### src/rtl/fetch_unit.sv
// fetch_unit
//   Instruction fetch stage feeding the control unit. Holds the PC, computes
//   the next PC when the control unit requests an advance, fetches the word
//   from instruction memory, and presents it with a one-cycle strobe.
//
// Handshake: IMEM_REQ is held high with IMEM_ADDR stable until IMEM_VALID is
//   seen high on a rising CLK edge. IMEM_VALID is ignored while IMEM_REQ=0.
//   INST_ENB is a single-cycle strobe that qualifies MEM_INST/PC_ADDR.
//
// Ports
//   CLK, RST_DONE             clock, async active-high reset
//   PC_CLK                    async advance request level (synchronised here)
//   PC_MUX_SELECT, BR_TAKEN   next-PC selection
//   IMM, ALU_RESULT           PC-relative offset / absolute JALR target
//   IMEM_ADDR/REQ/RDATA/VALID instruction memory request/response
//   MEM_INST, INST_ENB        fetched instruction and its strobe
//   PC_ADDR, PC_PLUS4         address of MEM_INST and its link value
//   FETCH_ERR                 sticky fault (misaligned target or timeout)
//   STATE_DBG                 current FSM state, for observation only
module fetch_unit #(
    parameter logic [31:0] RESET_VECTOR   = 32'h0000_0000,
    parameter int          TIMEOUT_CYCLES = 16
) (
    input  logic        CLK,
    input  logic        RST_DONE,
    input  logic        PC_CLK,
    input  logic [2:0]  PC_MUX_SELECT,
    input  logic        BR_TAKEN,
    input  logic [31:0] IMM,
    input  logic [31:0] ALU_RESULT,
    output logic [31:0] IMEM_ADDR,
    output logic        IMEM_REQ,
    input  logic [31:0] IMEM_RDATA,
    input  logic        IMEM_VALID,
    output logic [31:0] MEM_INST,
    output logic        INST_ENB,
    output logic [31:0] PC_ADDR,
    output logic [31:0] PC_PLUS4,
    output logic        FETCH_ERR,
    output logic [2:0]  STATE_DBG
);

    localparam logic [2:0] ST_BOOT  = 3'd0;
    localparam logic [2:0] ST_IDLE  = 3'd1;
    localparam logic [2:0] ST_REQ   = 3'd2;
    localparam logic [2:0] ST_ISSUE = 3'd3;
    localparam logic [2:0] ST_HALT  = 3'd4;

    localparam int CW = $clog2(TIMEOUT_CYCLES + 1);
    localparam logic [CW-1:0] WAIT_LAST = CW'(TIMEOUT_CYCLES - 1);
    localparam logic [31:0]   NOP       = 32'h0000_0013;

    logic [2:0]    state_q,    state_d;
    logic [31:0]   pc_q,       pc_d;
    logic [31:0]   pc_addr_q,  pc_addr_d;
    logic [31:0]   mem_inst_q, mem_inst_d;
    logic          err_q,      err_d;
    logic          pend_q,     pend_d;
    logic [CW-1:0] wait_q,     wait_d;
    logic          sync1_q, sync2_q, prev_q;
    logic [2:0]    prime_q;
    logic          pc_edge;
    logic [31:0]   next_pc;

    // prime_q fills with ones once prev_q holds a genuine post-reset sample,
    // so a PC_CLK level already high at reset release never reads as an edge.
    always_ff @(posedge CLK or posedge RST_DONE) begin
        if (RST_DONE) begin
            sync1_q <= 1'b0;
            sync2_q <= 1'b0;
            prev_q  <= 1'b0;
            prime_q <= 3'b000;
        end else begin
            sync1_q <= PC_CLK;
            sync2_q <= sync1_q;
            prev_q  <= sync2_q;
            prime_q <= {prime_q[1:0], 1'b1};
        end
    end

    assign pc_edge = sync2_q & ~prev_q & prime_q[2];

    always_comb begin
        next_pc = pc_addr_q + 32'd4;
        if (BR_TAKEN) begin
            if (PC_MUX_SELECT == 3'd1) next_pc = {ALU_RESULT[31:1], 1'b0};
            else                       next_pc = pc_addr_q + IMM;
        end
    end

    always_comb begin
        state_d    = state_q;
        pc_d       = pc_q;
        pc_addr_d  = pc_addr_q;
        mem_inst_d = mem_inst_q;
        err_d      = err_q;
        pend_d     = pend_q;
        wait_d     = wait_q;

        // One-deep overlap buffer: an edge arriving while busy is remembered.
        if (pc_edge && state_q != ST_IDLE && state_q != ST_HALT) pend_d = 1'b1;

        case (state_q)
            ST_BOOT: begin
                wait_d  = '0;
                state_d = ST_REQ;
            end
            ST_IDLE: begin
                if (pc_edge || pend_q) begin
                    pend_d = 1'b0;
                    if (next_pc[1:0] != 2'b00) begin
                        err_d   = 1'b1;
                        state_d = ST_HALT;
                    end else begin
                        pc_d    = next_pc;
                        wait_d  = '0;
                        state_d = ST_REQ;
                    end
                end
            end
            ST_REQ: begin
                // Data on the last allowed cycle still wins over the timeout.
                if (IMEM_VALID) begin
                    mem_inst_d = IMEM_RDATA;
                    pc_addr_d  = pc_q;
                    state_d    = ST_ISSUE;
                end else if (wait_q == WAIT_LAST) begin
                    err_d   = 1'b1;
                    state_d = ST_HALT;
                end else begin
                    wait_d = wait_q + CW'(1);
                end
            end
            ST_ISSUE: state_d = ST_IDLE;
            ST_HALT: begin
                err_d  = 1'b1;
                pend_d = 1'b0;
            end
            default: begin
                err_d   = 1'b1;
                state_d = ST_HALT;
            end
        endcase
    end

    always_ff @(posedge CLK or posedge RST_DONE) begin
        if (RST_DONE) begin
            state_q    <= ST_BOOT;
            pc_q       <= RESET_VECTOR;
            pc_addr_q  <= RESET_VECTOR;
            mem_inst_q <= NOP;
            err_q      <= 1'b0;
            pend_q     <= 1'b0;
            wait_q     <= '0;
        end else begin
            state_q    <= state_d;
            pc_q       <= pc_d;
            pc_addr_q  <= pc_addr_d;
            mem_inst_q <= mem_inst_d;
            err_q      <= err_d;
            pend_q     <= pend_d;
            wait_q     <= wait_d;
        end
    end

    // MEM_INST/PC_ADDR are loaded on entry to ISSUE, so they are new during
    // the strobe cycle itself.
    assign IMEM_ADDR = pc_q;
    assign IMEM_REQ  = (state_q == ST_REQ);
    assign INST_ENB  = (state_q == ST_ISSUE);
    assign MEM_INST  = mem_inst_q;
    assign PC_ADDR   = pc_addr_q;
    assign PC_PLUS4  = pc_addr_q + 32'd4;
    assign FETCH_ERR = err_q;
    assign STATE_DBG = state_q;

endmodule

### config.mk
export PLATFORM = sky130hd
export DESIGN_NAME = fetch_unit
export DESIGN_NICKNAME = d
export VERILOG_FILES = /design/src/rtl/fetch_unit.sv
export SDC_FILE = /design/constraint.sdc
export NUM_CORES = 1
export LEC_CHECK = 0
export ABC_AREA = 1
export CORE_UTILIZATION = 53
export CTS_CLUSTER_SIZE = 8
export DETAILED_ROUTE_END_ITERATION = 6
export GPL_TIMING_DRIVEN = 1
export HOLD_SLACK_MARGIN = 0.15
export PLACE_DENSITY = 0.93
export SLEW_MARGIN = 20
export SYNTH_ARGS = -nofsm -noshare
export SYNTH_HDL_FRONTEND = slang
export SYNTH_SLANG_ARGS = --single-unit
### constraint.sdc
create_clock -name CLK -period 9.2 [get_ports CLK]
set_clock_uncertainty 0.15 [all_clocks]
set_input_delay 1.84 -clock CLK [delete_from_list [all_inputs] [get_ports CLK]]
set_output_delay 1.84 -clock CLK [all_outputs]
set_load 0.1 [all_outputs]
-- Yosys cells after proc, flatten, opt, wreduce, memory -nomap -nowiden
Index checks and enable logic that the tools add are counted.
- register bits after elaboration: 112
- input bits: 104
- output and inout bits: 134
- logic and storage cells: 67
- add/sub/neg operators: 3
- eq/ne operators: 15
- multiplexer cells: 20
- bitwise gates (word level): 6
- reduce and logical (&&, ||, !) cells: 12
- operators by type and width (kind ; number):
    two-way mux 32 bit ; 2
    adder 32 x 3 -> 32 bit (second input constant) ; 1
    adder 32 bit ; 1
    two-way mux 5 bit ; 4
    case mux 3 bit (5 select lines) ; 1
    case mux 5 bit (3 select lines) ; 1
    two-way mux 3 bit ; 4
    inequality test 2 bit (second input constant) ; 5
    AND reduction 5 bit ; 2
    == test 3 x 1 -> 1 bit (second input constant) ; 2
    == test 3 x 2 -> 1 bit (second input constant) ; 2
    two-way mux 1 bit ; 6
    inequality test 3 x 1 -> 1 bit (second input constant) ; 2
    AND reduction 3 bit ; 2
    adder 5 x 1 -> 5 bit (second input constant) ; 1
    == test 5 x 4 -> 1 bit (second input constant) ; 1
    NOT 1 bit ; 4
    == test 3 bit (second input constant) ; 1
    zero test 3 bit ; 1
    inequality test 3 bit (second input constant) ; 1
    case mux 1 bit (3 select lines) ; 1
    nonzero test 3 bit ; 1
    bitwise AND 1 bit ; 2
    logical AND 1 bit ; 2
    6 further kinds ; 6

-- Depth between registers and ports, before layout
Gate-level depths: netlist of the first run.
- word-level depth: 8
- depth in mapped cells: 14
- mapped depth without buffers: 14

-- Worst setup path before layout of the first run
No wires, ideal clock.
- path kind: register to output
- start: register pc_addr_q[2] (netlist: PC_ADDR[2])
- end: output port PC_PLUS4[11]
- arrival time: 3.489 ns
- required time: 7.210 ns
- path slack: 3.721 ns
- stages on the path, launching flop included: 4
- buffers on the path: 0
- cell sequence: dfrtp_1 -> inv_1 -> nor2_1 -> xor2_1
- word-level cells in the longest chain between the ends: 1
- RTL lines (element ; line ; RTL):
    start, declared ; 55 ; logic [31:0] pc_addr_q, pc_addr_d;
    start signal, assigned ; 158 ; pc_addr_q <= pc_addr_d;
    adder 32 x 3 -> 32 bit ; 173 ; assign PC_PLUS4 = pc_addr_q + 32'd4;
    end, declared ; 38 ; output logic [31:0] PC_PLUS4,
No other way between the ends.

-- Worst setup path after layout of the first run
- start: register pc_addr_q[2] (netlist: PC_ADDR[2])
- end: output port PC_PLUS4[26]
Same word-level chain as after synthesis.

==> flow_summary.rst, run 1 <==
.. list-table::
   :header-rows: 1

   * - Metric
     - Value
   * - Remaining number of nets flagged by the antenna check after routing
     - 0
   * - Synthesized instance count
     - 1249
   * - Setup TNS after final layout
     - 0 ps
   * - Number of max-capacitance violations reported
     - 0
   * - Fraction of layout cells with a size suffix above 1
     - 0.0530
   * - Number of cells traversed by the worst hold path
     - 0
   * - RSZ-0062 raised after global routing
     - no
   * - Slack of the worst reg-to-reg path
     - 5350 ps
   * - Sinks on the clock net
     - approximately 110
   * - Count of buffers from port buffering
     - between 200 and 250
   * - Vias in the first global route
     - approximately 8300
   * - Placed cell count
     - 1643
   * - Violation count after the first detailed-route iteration
     - roughly 960
   * - Buffer depth of the longest clock path
     - 2
   * - Data required, critical path
     - 7210 ps
   * - Worst relative slew slack
     - 0.292
   * - Max Transition Viols Final
     - 0
   * - Final-layout fill cell count
     - around 1200
   * - Filler-free cell count of the finished design
     - roughly 1700
   * - Final instance area
     - 11000 um2
   * - Global-route wire length before repair
     - ~42000 um
   * - Async SR Flop Fraction
     - 1.00
   * - Capturing element type of the critical path
     - output port
   * - RR Startpoint
     - PC_ADDR[0]$_DFFE_PP0P_
   * - Core box area
     - 15100 um2
   * - Post-Place Setup Slack
     - 3480 ps
   * - Top fanout value on the critical path
     - 8
   * - Number of buffers inserted during clock tree synthesis
     - 9
   * - Clock tree from TritonCTS
     - yes
   * - Die area
     - roughly 16000 um2
   * - Path class of the lowest-slack min-delay path
     - flip-flop to flip-flop
   * - CP Class
     - flip-flop to output port
   * - H-tree level count
     - 3
   * - Worst r2r path cells
     - 9
   * - Post-CTS Hold Buffers
     - 0
   * - Number of failing hold endpoints at the final stage
     - 0
   * - Antenna Cells
     - 0
   * - Synthesized area per cell
     - 6.59 um2
   * - Result of the run
     - finished clean
   * - Post-layout nets
     - about 1600
   * - Count of cells resized by post-cts repair
     - 0
   * - Total I/O pin count
     - between 200 and 250
   * - WP data arrival
     - ~3500 ps
   * - Mapped cell area
     - 8230 um2
   * - Smallest setup slack after layout
     - 3680 ps
   * - Number of setup violations in the final report
     - 0
   * - Number of synthesis warnings
     - 0
   * - Destination of the worst hold path
     - prime_q[1]$_DFF_PP0_
   * - Overall die height
     - 127 um
   * - Number of enable-type register cells in the synthesized netlist
     - 0
   * - Pin count of the biggest net entering global routing
     - 90
   * - WL final
     - roughly 27000 um
   * - Reg-to-reg endpoint
     - IMEM_ADDR[17]$_DFFE_PP0P_
   * - Mean number of vias per cell
     - 5.41
   * - Final routed DRC violation total
     - 0
   * - Transition at the pin with the smallest max-transition slack
     - approximately 1100 ps
   * - Mapped Nets
     - ~1400
   * - Final HPWL from detailed placement
     - slightly above 20000 um
   * - Distinct cell type count after synthesis
     - 55
   * - Register bit count reported by yosys
     - about 110
   * - Initial cell density of the core
     - 0.543
   * - Antenna violations before repair
     - 0
   * - Post-synth top flop
     - sky130_fd_sc_hd__dfrtp_1
   * - Clock period minus final worst setup slack
     - about 5500 ps
   * - Portion of the post-synthesis area used by sequential elements
     - 0.341
   * - Most frequent cells in the layout
     - sky130_fd_sc_hd__nand2_1 (468), sky130_fd_sc_hd__clkdlybuf4s50_1 (236), sky130_fd_sc_hd__inv_1 (183)
   * - Final clock period utilization by the worst path
     - 0.600
   * - Number of core rows
     - between 40 and 50
   * - Post-CTS repair timing setup buffer count
     - 0
   * - Placed cell areas
     - 10700 um2
   * - First-pass iteration count of the detailed router
     - 5
   * - Cell at the root of the clock tree
     - sky130_fd_sc_hd__clkbuf_16
   * - Final RePlAce weighted congestion
     - 0.948
   * - Clock latency on the worst-skew pair
     - around 350 ps
   * - Commonest non-fill, non-tap cell in the layout
     - sky130_fd_sc_hd__nand2_1
   * - Highest attainable clock frequency
     - 181 MHz
   * - Startpoint of the most critical hold path
     - prime_q[0]$_DFF_PP0_
   * - Routed WL per cell
     - roughly 16 um
   * - Clock slew at the register clock pins of the worst setup and hold paths
     - around 70 ps
   * - Gr ovfl total
     - 0
   * - Chip width
     - approximately 130 um
   * - Launching element type of the critical path
     - flip-flop
   * - Via Count
     - around 9000
   * - Overall Global Routing Usage
     - 0.341
   * - Layout Area Growth over Synthesis
     - 33.6%
worst max path at each step:
stage | startpoint | cells after the start | slack, ps | to
global route | PC_MUX_SELECT[0] | 9 | 3480 | IMEM_ADDR[17]$_DFFE_PP0P_
detailed placement | PC_MUX_SELECT[0] | 9 | 3480 | IMEM_ADDR[28]$_DFFE_PP0P_
CTS | PC_ADDR[2]$_DFFE_PP0P_ | 8 | 3750 | PC_PLUS4[26]
global placement | PC_MUX_SELECT[0] | 9 | 3580 | IMEM_ADDR[14]$_DFFE_PP0P_
floorplan | PC_ADDR[2]$_DFFE_PP0P_ | 3 | 3720 | PC_PLUS4[11]
finish | PC_ADDR[2]$_DFFE_PP0P_ | 8 | 3680 | PC_PLUS4[26]
sequential cells by signal (all words and copies together), names as in the netlist:
name	flops
IMEM_ADDR	32
MEM_INST	32
PC_ADDR	32
wait_q	5
STATE_DBG	3
prime_q	3
FETCH_ERR	1
pend_q	1
prev_q	1
sync1_q	1
sync2_q	1
per-stage QoR:
step            util  hold slack [ps]
2_1_floorplan      -              181
3_3_place_gp   0.706              183
3_5_place_dp   0.706              186
4_1_cts        0.726              202
5_1_grt        0.726              206
6_report       0.726              200
logic make-up after synthesis:
| family | count (synthesis) | share of synthesized area |
|---|---|---|
| simple gates | 709 | 0.362 |
| flops | 112 | 0.341 |
| buf+inv | 224 | 0.106 |
| compound gates | 131 | 0.0945 |
| fa+ha+maj | 35 | 0.0542 |
| xor+xnor | 37 | 0.0412 |
| other cells | 1 | 0.000456 |
cell type report:
type,instances,area [um2],area share
Clock buffer,11,243,0.0221
Timing Repair Buffer,239,2380,0.217
Multi-Input combinational cell,913,4550,0.414
Inverter,191,719,0.0655
Sequential cell,112,2810,0.255
Tap cell,188,235,0.0214
Clock inverter,5,56.3,0.00512
routing by layer:
| metal | vias to the layer above | wire length (um) | track usage |
|---|---|---|---|
| li1 | 4272 | - | - |
| met1 | 4120 | 10600 | 0.444 |
| met2 | 508 | 12700 | 0.562 |
| met3 | 73 | 2400 | 0.0493 |
| met4 | 0 | 1170 | 0.159 |
| met5 | - | 0 | 0 |
synthesized netlist by cell type (5+ instances only):
cell type | number | area [um2]
sky130_fd_sc_hd__a2bb2oi_1 | 5 | 43.8
sky130_fd_sc_hd__nor2_1 | 119 | 447
sky130_fd_sc_hd__clkbuf_1 | 17 | 63.8
sky130_fd_sc_hd__nand4_1 | 6 | 37.5
sky130_fd_sc_hd__a21oi_1 | 47 | 235
sky130_fd_sc_hd__ha_1 | 34 | 425
sky130_fd_sc_hd__nand2_1 | 468 | 1760
sky130_fd_sc_hd__inv_1 | 184 | 691
sky130_fd_sc_hd__a21boi_0 | 5 | 37.5
sky130_fd_sc_hd__nor3_2 | 5 | 50.1
sky130_fd_sc_hd__a21boi_1 | 7 | 52.6
sky130_fd_sc_hd__dfrtp_1 | 109 | 2730
sky130_fd_sc_hd__o21ai_0 | 50 | 250
sky130_fd_sc_hd__xor2_1 | 31 | 272
sky130_fd_sc_hd__nand2_2 | 8 | 50.1
sky130_fd_sc_hd__inv_2 | 7 | 26.3
sky130_fd_sc_hd__or2_2 | 13 | 81.3
sky130_fd_sc_hd__nor3_1 | 11 | 55.1
sky130_fd_sc_hd__buf_2 | 10 | 50.1
sky130_fd_sc_hd__nand3_1 | 53 | 265
worst max-delay path: stages, from the launching register on:
cell,delay [ps]
sky130_fd_sc_hd__dfrtp_1,550
sky130_fd_sc_hd__ha_1,320
sky130_fd_sc_hd__inv_1,110
sky130_fd_sc_hd__nor2_1,260
sky130_fd_sc_hd__nand2_1,150
sky130_fd_sc_hd__nor2_2,230
sky130_fd_sc_hd__nand3_1,140
sky130_fd_sc_hd__xor2_1,230
sky130_fd_sc_hd__clkdlybuf4s50_1,1180
Power of run 1 is not shown: default switching activity piles up to over one toggle a cycle in this logic, so the estimate is an artifact.
==> inputs of run 2 (changes only) <==
CORE_UTILIZATION = 49   (was 53)
PLACE_DENSITY = 0.87   (was 0.93)
clock period = 5.1 ns   (was 9.2 ns; I/O delays follow)
==> flow_summary.rst, run 2 (synthesis results as in run 1) <==
.. list-table::
   :header-rows: 1

   * - Metric
     - Value
   * - Result of the run
     - finished clean
   * - Total I/O pin count
     - 238 (unchanged)
   * - CP peak stage delay
     - 1200 ps (+20 ps)
   * - CP top delay family
     - buffers and inverters
   * - RR Startpoint
     - PC_ADDR[0]$_DFFE_PP0P_
   * - Transition at the pin with the smallest max-transition slack
     - 1060 ps (+1.15 ps)
   * - Setup TNS after final layout
     - 0 ps (unchanged)
   * - Worst r2r path cells
     - 9 (unchanged)
   * - Worst relative slew slack
     - 0.291 (-0.00130)
   * - WP data arrival
     - 3140 ps (-390 ps)
   * - Clock slew at the register clock pins of the worst setup and hold paths
     - 80 ps (about the same)
   * - Number of max-capacitance violations reported
     - 0 (unchanged)
   * - Data required, critical path
     - 3930 ps (-3280 ps)
   * - Clock tree from TritonCTS
     - yes
   * - Post-CTS repair timing setup buffer count
     - 0 (unchanged)
   * - Remaining number of nets flagged by the antenna check after routing
     - 0 (unchanged)
   * - Cell at the root of the clock tree
     - sky130_fd_sc_hd__clkbuf_16
   * - Buffers & Inverters on Critical Path
     - 1 (-1)
   * - Fraction of layout cells with a size suffix above 1
     - 0.0610 (+0.00799)
   * - Number of core rows
     - 47 (+4.4%)
   * - Destination of the worst hold path
     - prime_q[1]$_DFF_PP0_
   * - Routed WL per cell
     - 15.9 um (-1.9%)
   * - Overall Global Routing Usage
     - 0.315 (-0.0261)
   * - Number of buffers inserted during clock tree synthesis
     - 9 (unchanged)
   * - Sinks on the clock net
     - 112 (unchanged)
   * - Clock latency on the worst-skew pair
     - 350 ps (about the same)
   * - Chip width
     - 132 um (+3.9%)
   * - H-tree level count
     - 3 (unchanged)
   * - Commonest non-fill, non-tap cell in the layout
     - sky130_fd_sc_hd__nand2_1
   * - Gr ovfl total
     - 0 (unchanged)
   * - Post-CTS Hold Buffers
     - 0 (unchanged)
   * - Slack of the worst reg-to-reg path
     - 2340 ps (-3010 ps)
   * - RSZ-0062 raised after global routing
     - no
   * - Number of cells traversed by the worst hold path
     - 0 (unchanged)
   * - Cells along the critical path
     - nand3_2, nor3_4, nand4_1, xor2_1, clkdlybuf4s50_1
   * - Clock period minus final worst setup slack
     - between 4000 and 5000 ps
   * - Violation count after the first detailed-route iteration
     - 811 (-15%)
   * - Final routed DRC violation total
     - 0 (unchanged)
   * - Overall die height
     - 132 um (+3.9%)
   * - Count of cells resized by post-cts repair
     - 0 (unchanged)
   * - Die area
     - 17300 um2 (+8.0%)
   * - Antenna Cells
     - 0 (unchanged)
   * - Max Transition Viols Final
     - 0 (unchanged)
   * - Core box area
     - 16500 um2 (+8.7%)
   * - Final core utilization
     - 0.670 (-0.0559)
   * - Layout Area Growth over Synthesis
     - 34.1%
   * - Startpoint of the most critical hold path
     - prime_q[0]$_DFF_PP0_
   * - Post-layout nets
     - 1609 (+0.25%)
   * - Final HPWL from detailed placement
     - 21200 um (+3.8%)
   * - Count of buffers from port buffering
     - 236 (unchanged)
   * - Initial cell density of the core
     - 0.500 (-0.0435)
   * - Capturing element type of the critical path
     - output port
   * - Launching element type of the critical path
     - flip-flop
   * - Final clock period utilization by the worst path
     - 0.846
   * - Reg-to-reg endpoint
     - IMEM_ADDR[16]$_DFFE_PP0P_
   * - Global-route wire length before repair
     - 42800 um (+0.86%)
   * - Library cell contributing the largest single delay on the critical path
     - sky130_fd_sc_hd__clkdlybuf4s50_1
   * - Number of setup violations in the final report
     - 0 (unchanged)
   * - WL final
     - 27000 um (+0.25%)
   * - Buffer depth of the longest clock path
     - 2 (unchanged)
   * - CP Class
     - flip-flop to output port
   * - Highest attainable clock frequency
     - roughly 230 MHz
   * - Pin count of the biggest net entering global routing
     - 61 (-32%)
   * - Number of failing hold endpoints at the final stage
     - 0 (unchanged)
   * - Top fanout value on the critical path
     - 8 (unchanged)
   * - Final RePlAce weighted congestion
     - 0.954 (+0.66%)
   * - Via Count
     - 8811 (-1.8%)
   * - First-pass iteration count of the detailed router
     - 7 (+2)
   * - Most frequent cells in the layout
     - sky130_fd_sc_hd__nand2_1 (468), sky130_fd_sc_hd__clkdlybuf4s50_1 (228), sky130_fd_sc_hd__inv_1 (183)
   * - Vias in the first global route
     - 8224 (-0.57%)
   * - Antenna violations before repair
     - 0 (unchanged)
   * - Mean number of vias per cell
     - 5.20 (-3.9%)
   * - Path class of the lowest-slack min-delay path
     - flip-flop to flip-flop
## run 2: changes by cell type in the layout (fill, tap and decap cells not counted)
cell                              change
sky130_fd_sc_hd__buf_4               +12
sky130_fd_sc_hd__clkinv_2             -2
sky130_fd_sc_hd__clkdlybuf4s50_1      -8
sky130_fd_sc_hd__inv_6                +5
sky130_fd_sc_hd__bufinv_16            -1
sky130_fd_sc_hd__clkinvlp_4           -1
sky130_fd_sc_hd__clkinv_4             -1
## run 2: worst max path at each step
stage | from | endpoint | slack (ps) | depth (start not counted)
floorplan | PC_ADDR[2]$_DFFE_PP0P_ | PC_PLUS4[11] | 440 | 3
global placement | PC_ADDR[2]$_DFFE_PP0P_ | PC_PLUS4[17] | 1230 | 5
detailed placement | PC_ADDR[2]$_DFFE_PP0P_ | PC_PLUS4[17] | 1210 | 5
CTS | PC_ADDR[2]$_DFFE_PP0P_ | PC_PLUS4[17] | 810 | 5
global route | PC_ADDR[2]$_DFFE_PP0P_ | PC_PLUS4[17] | 680 | 5
finish | PC_ADDR[2]$_DFFE_PP0P_ | PC_PLUS4[17] | 790 | 5
## run 2: layer usage
metal	global-route usage	vias up	share of wire
met5	0	-	0
met4	0.162	0	0.051
met3	0.0463	72	0.078
met2	0.498	458	0.45
met1	0.418	3979	0.42
li1	-	4302	-
## run 2: cell type report
type,instances,area (um2)
Inverter,191,719
Sequential cell,112,2810
Timing Repair Buffer,243,2390
Tap cell,220,275
Clock buffer,11,243
Fill cell,1447,5440
Multi-Input combinational cell,913,4550
Clock inverter,5,43.8
## run 2: worst reg2reg max path, cell delays in order, from the launching register on
cell and delay, ps:
sky130_fd_sc_hd__dfrtp_1 460, sky130_fd_sc_hd__ha_1 260, sky130_fd_sc_hd__fa_1 430, sky130_fd_sc_hd__nor2_1 130, sky130_fd_sc_hd__nand2_1 80, sky130_fd_sc_hd__o211ai_2 160, sky130_fd_sc_hd__nand4_2 150, sky130_fd_sc_hd__inv_2 480
sky130_fd_sc_hd__or2_2 220, sky130_fd_sc_hd__a21boi_0 170
## run 2: stage by stage
stage	std cells	setup slack [ps]	instance area, um2	hold slack [ps]
after global routing	1695	677	11000	216
after CTS	1695	806	11000	217
final	1695	786	11000	215
after floorplan	1249	441	8230	181
after global placement	1679	1230	10700	183
after detailed placement	1679	1210	10700	199
Power of run 2 is left out for the same reason.
==> inputs of run 3 (changes only) <==
clock period = 4.17 ns   (was 5.1 ns; I/O delays follow)
==> flow_summary.rst, run 3 (synthesis results as in run 1) <==
.. list-table::
   :header-rows: 1

   * - Metric
     - Value
   * - Reg-to-reg endpoint
     - IMEM_ADDR[12]$_DFFE_PP0P_
   * - Clock slew at the register clock pins of the worst setup and hold paths
     - 80 ps (about the same)
   * - Highest attainable clock frequency
     - 284 MHz
   * - Final clock period utilization by the worst path
     - 0.845
   * - Most frequent cells in the layout
     - sky130_fd_sc_hd__nand2_1 (468), sky130_fd_sc_hd__clkdlybuf4s50_1 (206), sky130_fd_sc_hd__inv_1 (183)
   * - Library cell contributing the largest single delay on the critical path
     - sky130_fd_sc_hd__dfrtp_1
   * - Clock period minus final worst setup slack
     - between 3000 and 4000 ps
   * - Chip width
     - 132 um (unchanged)
   * - Data required, critical path
     - 3190 ps (-740 ps)
   * - Fraction of layout cells with a size suffix above 1
     - 0.0814 (+0.0203)
   * - Area occupied by multi-input gates
     - 4600 um2 (+1.2%)
   * - Commonest non-fill, non-tap cell in the layout
     - sky130_fd_sc_hd__nand2_1
   * - Top layer in use
     - met4
   * - DRT met1 WL
     - 11300 um (+0.12%)
   * - Number of setup violations in the final report
     - 0 (unchanged)
   * - Number of core rows
     - 47 (unchanged)
   * - Final routed DRC violation total
     - 0 (unchanged)
   * - Buffer depth of the longest clock path
     - 2 (unchanged)
   * - Final HPWL from detailed placement
     - 20800 um (-1.5%)
   * - Total I/O pin count
     - 238 (unchanged)
   * - Number of failing hold endpoints at the final stage
     - 0 (unchanged)
   * - Cells along the critical path
     - ha_1, inv_1, nor2_1, nand2_1, nor2_2, nand2_1, xor2_2, buf_4
   * - Number of max-capacitance violations reported
     - 0 (unchanged)
   * - Core box area
     - 16500 um2 (unchanged)
   * - Most numerous cell on the critical path
     - sky130_fd_sc_hd__nand2_1
   * - Mean number of vias per cell
     - 5.14 (-1.2%)
   * - Startpoint of the most critical hold path
     - sync1_q$_DFF_PP0_
   * - RR Startpoint
     - PC_ADDR[0]$_DFFE_PP0P_
   * - Violation count after the first detailed-route iteration
     - 664 (-18%)
   * - Capturing element type of the critical path
     - output port
   * - Global-route wire length before repair
     - 42100 um (-1.6%)
   * - Sinks on the clock net
     - 112 (unchanged)
   * - Cell at the root of the clock tree
     - sky130_fd_sc_hd__clkbuf_16
   * - Pin count of the biggest net entering global routing
     - 68 (+11%)
   * - Worst r2r path cells
     - 11 (+2)
   * - Clock tree from TritonCTS
     - yes
   * - WP data arrival
     - 2540 ps (-600 ps)
   * - Number of buffers inserted during clock tree synthesis
     - 9 (unchanged)
   * - CP top delay family
     - simple AND/OR/NAND/NOR gates
   * - CP Class
     - flip-flop to output port
   * - CP peak stage delay
     - 530 ps (-670 ps)
   * - Count of buffers from port buffering
     - 236 (unchanged)
   * - Result of the run
     - finished clean
   * - H-tree level count
     - 3 (unchanged)
   * - Area of all sequential standard cells
     - 2810 um2 (unchanged)
   * - Met3 Routed Length
     - 2020 um (-4.0%)
   * - Launching element type of the critical path
     - flip-flop
   * - Worst relative slew slack
     - 0.306 (+0.0150)
   * - Path class of the lowest-slack min-delay path
     - flip-flop to flip-flop
   * - Transition at the pin with the smallest max-transition slack
     - 1040 ps (-22.4 ps)
   * - Overall die height
     - 132 um (unchanged)
   * - Remaining number of nets flagged by the antenna check after routing
     - 0 (unchanged)
   * - Routed WL per cell
     - 15.7 um (-1.2%)
   * - Destination of the worst hold path
     - sync2_q$_DFF_PP0_
   * - Met2 layer wire length in the routed design
     - 12200 um (+0.14%)
   * - Overall Global Routing Usage
     - 0.310 (-0.00519)
   * - Antenna Cells
     - 0 (unchanged)
   * - Count of cells resized by post-cts repair
     - 0 (unchanged)
   * - Setup TNS after final layout
     - 0 ps (unchanged)
   * - Via Count
     - 8705 (-1.2%)
   * - Post-CTS Hold Buffers
     - 0 (unchanged)
   * - First-pass iteration count of the detailed router
     - 5 (-2)
   * - Clock latency on the worst-skew pair
     - 350 ps (about the same)
   * - Gr ovfl total
     - 0 (unchanged)
   * - Vias in the first global route
     - 8062 (-2.0%)
   * - Number of cells traversed by the worst hold path
     - 0 (unchanged)
   * - Initial cell density of the core
     - 0.500 (unchanged)
   * - Die area
     - 17300 um2 (unchanged)
   * - Antenna violations before repair
     - 0 (unchanged)
   * - Buffers & Inverters on Critical Path
     - 2 (+1)
   * - Top fanout value on the critical path
     - 8 (unchanged)
   * - RSZ-0062 raised after global routing
     - no
   * - Slack of the worst reg-to-reg path
     - 1410 ps (-930 ps)
   * - Post-CTS repair timing setup buffer count
     - 0 (unchanged)
   * - Final-layout fill cell count
     - 1450 (+0.21%)
   * - Post-layout nets
     - 1609 (unchanged)
   * - Max Transition Viols Final
     - 0 (unchanged)
   * - Layout Area Growth over Synthesis
     - 34.2%
   * - Final RePlAce weighted congestion
     - 0.984 (+3.1%)
   * - WL final
     - 26700 um (-1.2%)
==> run 3: cell count changes in the layout (fill, tap and decap cells not counted), sizes merged <==
cell / previous run / this run
clkinv: 0 / 3
clkbuf: 11 / 10
clkinvlp: 0 / 1
inv: 196 / 193
buf: 15 / 37
clkdlybuf4s50: 228 / 206
==> run 3: cell type report <==
class / instances / share of cell area
sequential: 112 / 0.254
clock inverter: 6 / 0.00453
timing repair buffer: 243 / 0.213
multi-input combinational: 913 / 0.417
tap: 220 / 0.0249
inverter: 191 / 0.0652
clock buffer: 10 / 0.0216
==> run 3: routing by layer <==
| metal | GRT usage | vias up |
|---|---|---|
| li1 | - | 4282 |
| met1 | 0.404 | 3924 |
| met2 | 0.505 | 431 |
| met3 | 0.0471 | 68 |
| met4 | 0.141 | 0 |
| met5 | 0 | - |
==> run 3: how the worst max path moves through the flow <==
stage                      startpoint                   endpoint  slack, ps  cells past startpoint
6_report       PC_ADDR[2]$_DFFE_PP0P_               PC_PLUS4[22]        650                      8
3_3_place_gp                   IMM[0]  IMEM_ADDR[12]$_DFFE_PP0P_        720                     12
4_1_cts        PC_ADDR[2]$_DFFE_PP0P_               PC_PLUS4[22]        670                      8
5_1_grt        PC_ADDR[2]$_DFFE_PP0P_               PC_PLUS4[26]        480                      8
2_1_floorplan  PC_ADDR[7]$_DFFE_PP0P_               PC_PLUS4[19]          6                      6
3_5_place_dp                   IMM[0]  IMEM_ADDR[14]$_DFFE_PP0P_        650                     10
==> run 3: worst reg2reg max path: cells and delay by family, from the launching register on <==
kind / cells / cell delay, ps
xor gates and xnor gates: 1 / 200
AOI/OAI and AO/OA: 1 / 300
adders and majority gates: 2 / 700
and+or+nand+nor: 7 / 840
DFF: 1 / 460
==> run 3: through the flow <==
stage                     setup slack [ps]  std cells  hold WS (ps)  area, um2   util
after floorplan                       6.50       1249           181       8280      -
after global placement                 719       1679           184      10800  0.653
after detailed placement               649       1679           191      10800  0.653
after CTS                              674       1695           209      11000  0.671
after global routing                   479       1695           230      11000  0.671
final                                  646       1695           207      11000  0.671
Power of run 3 is left out for the same reason.
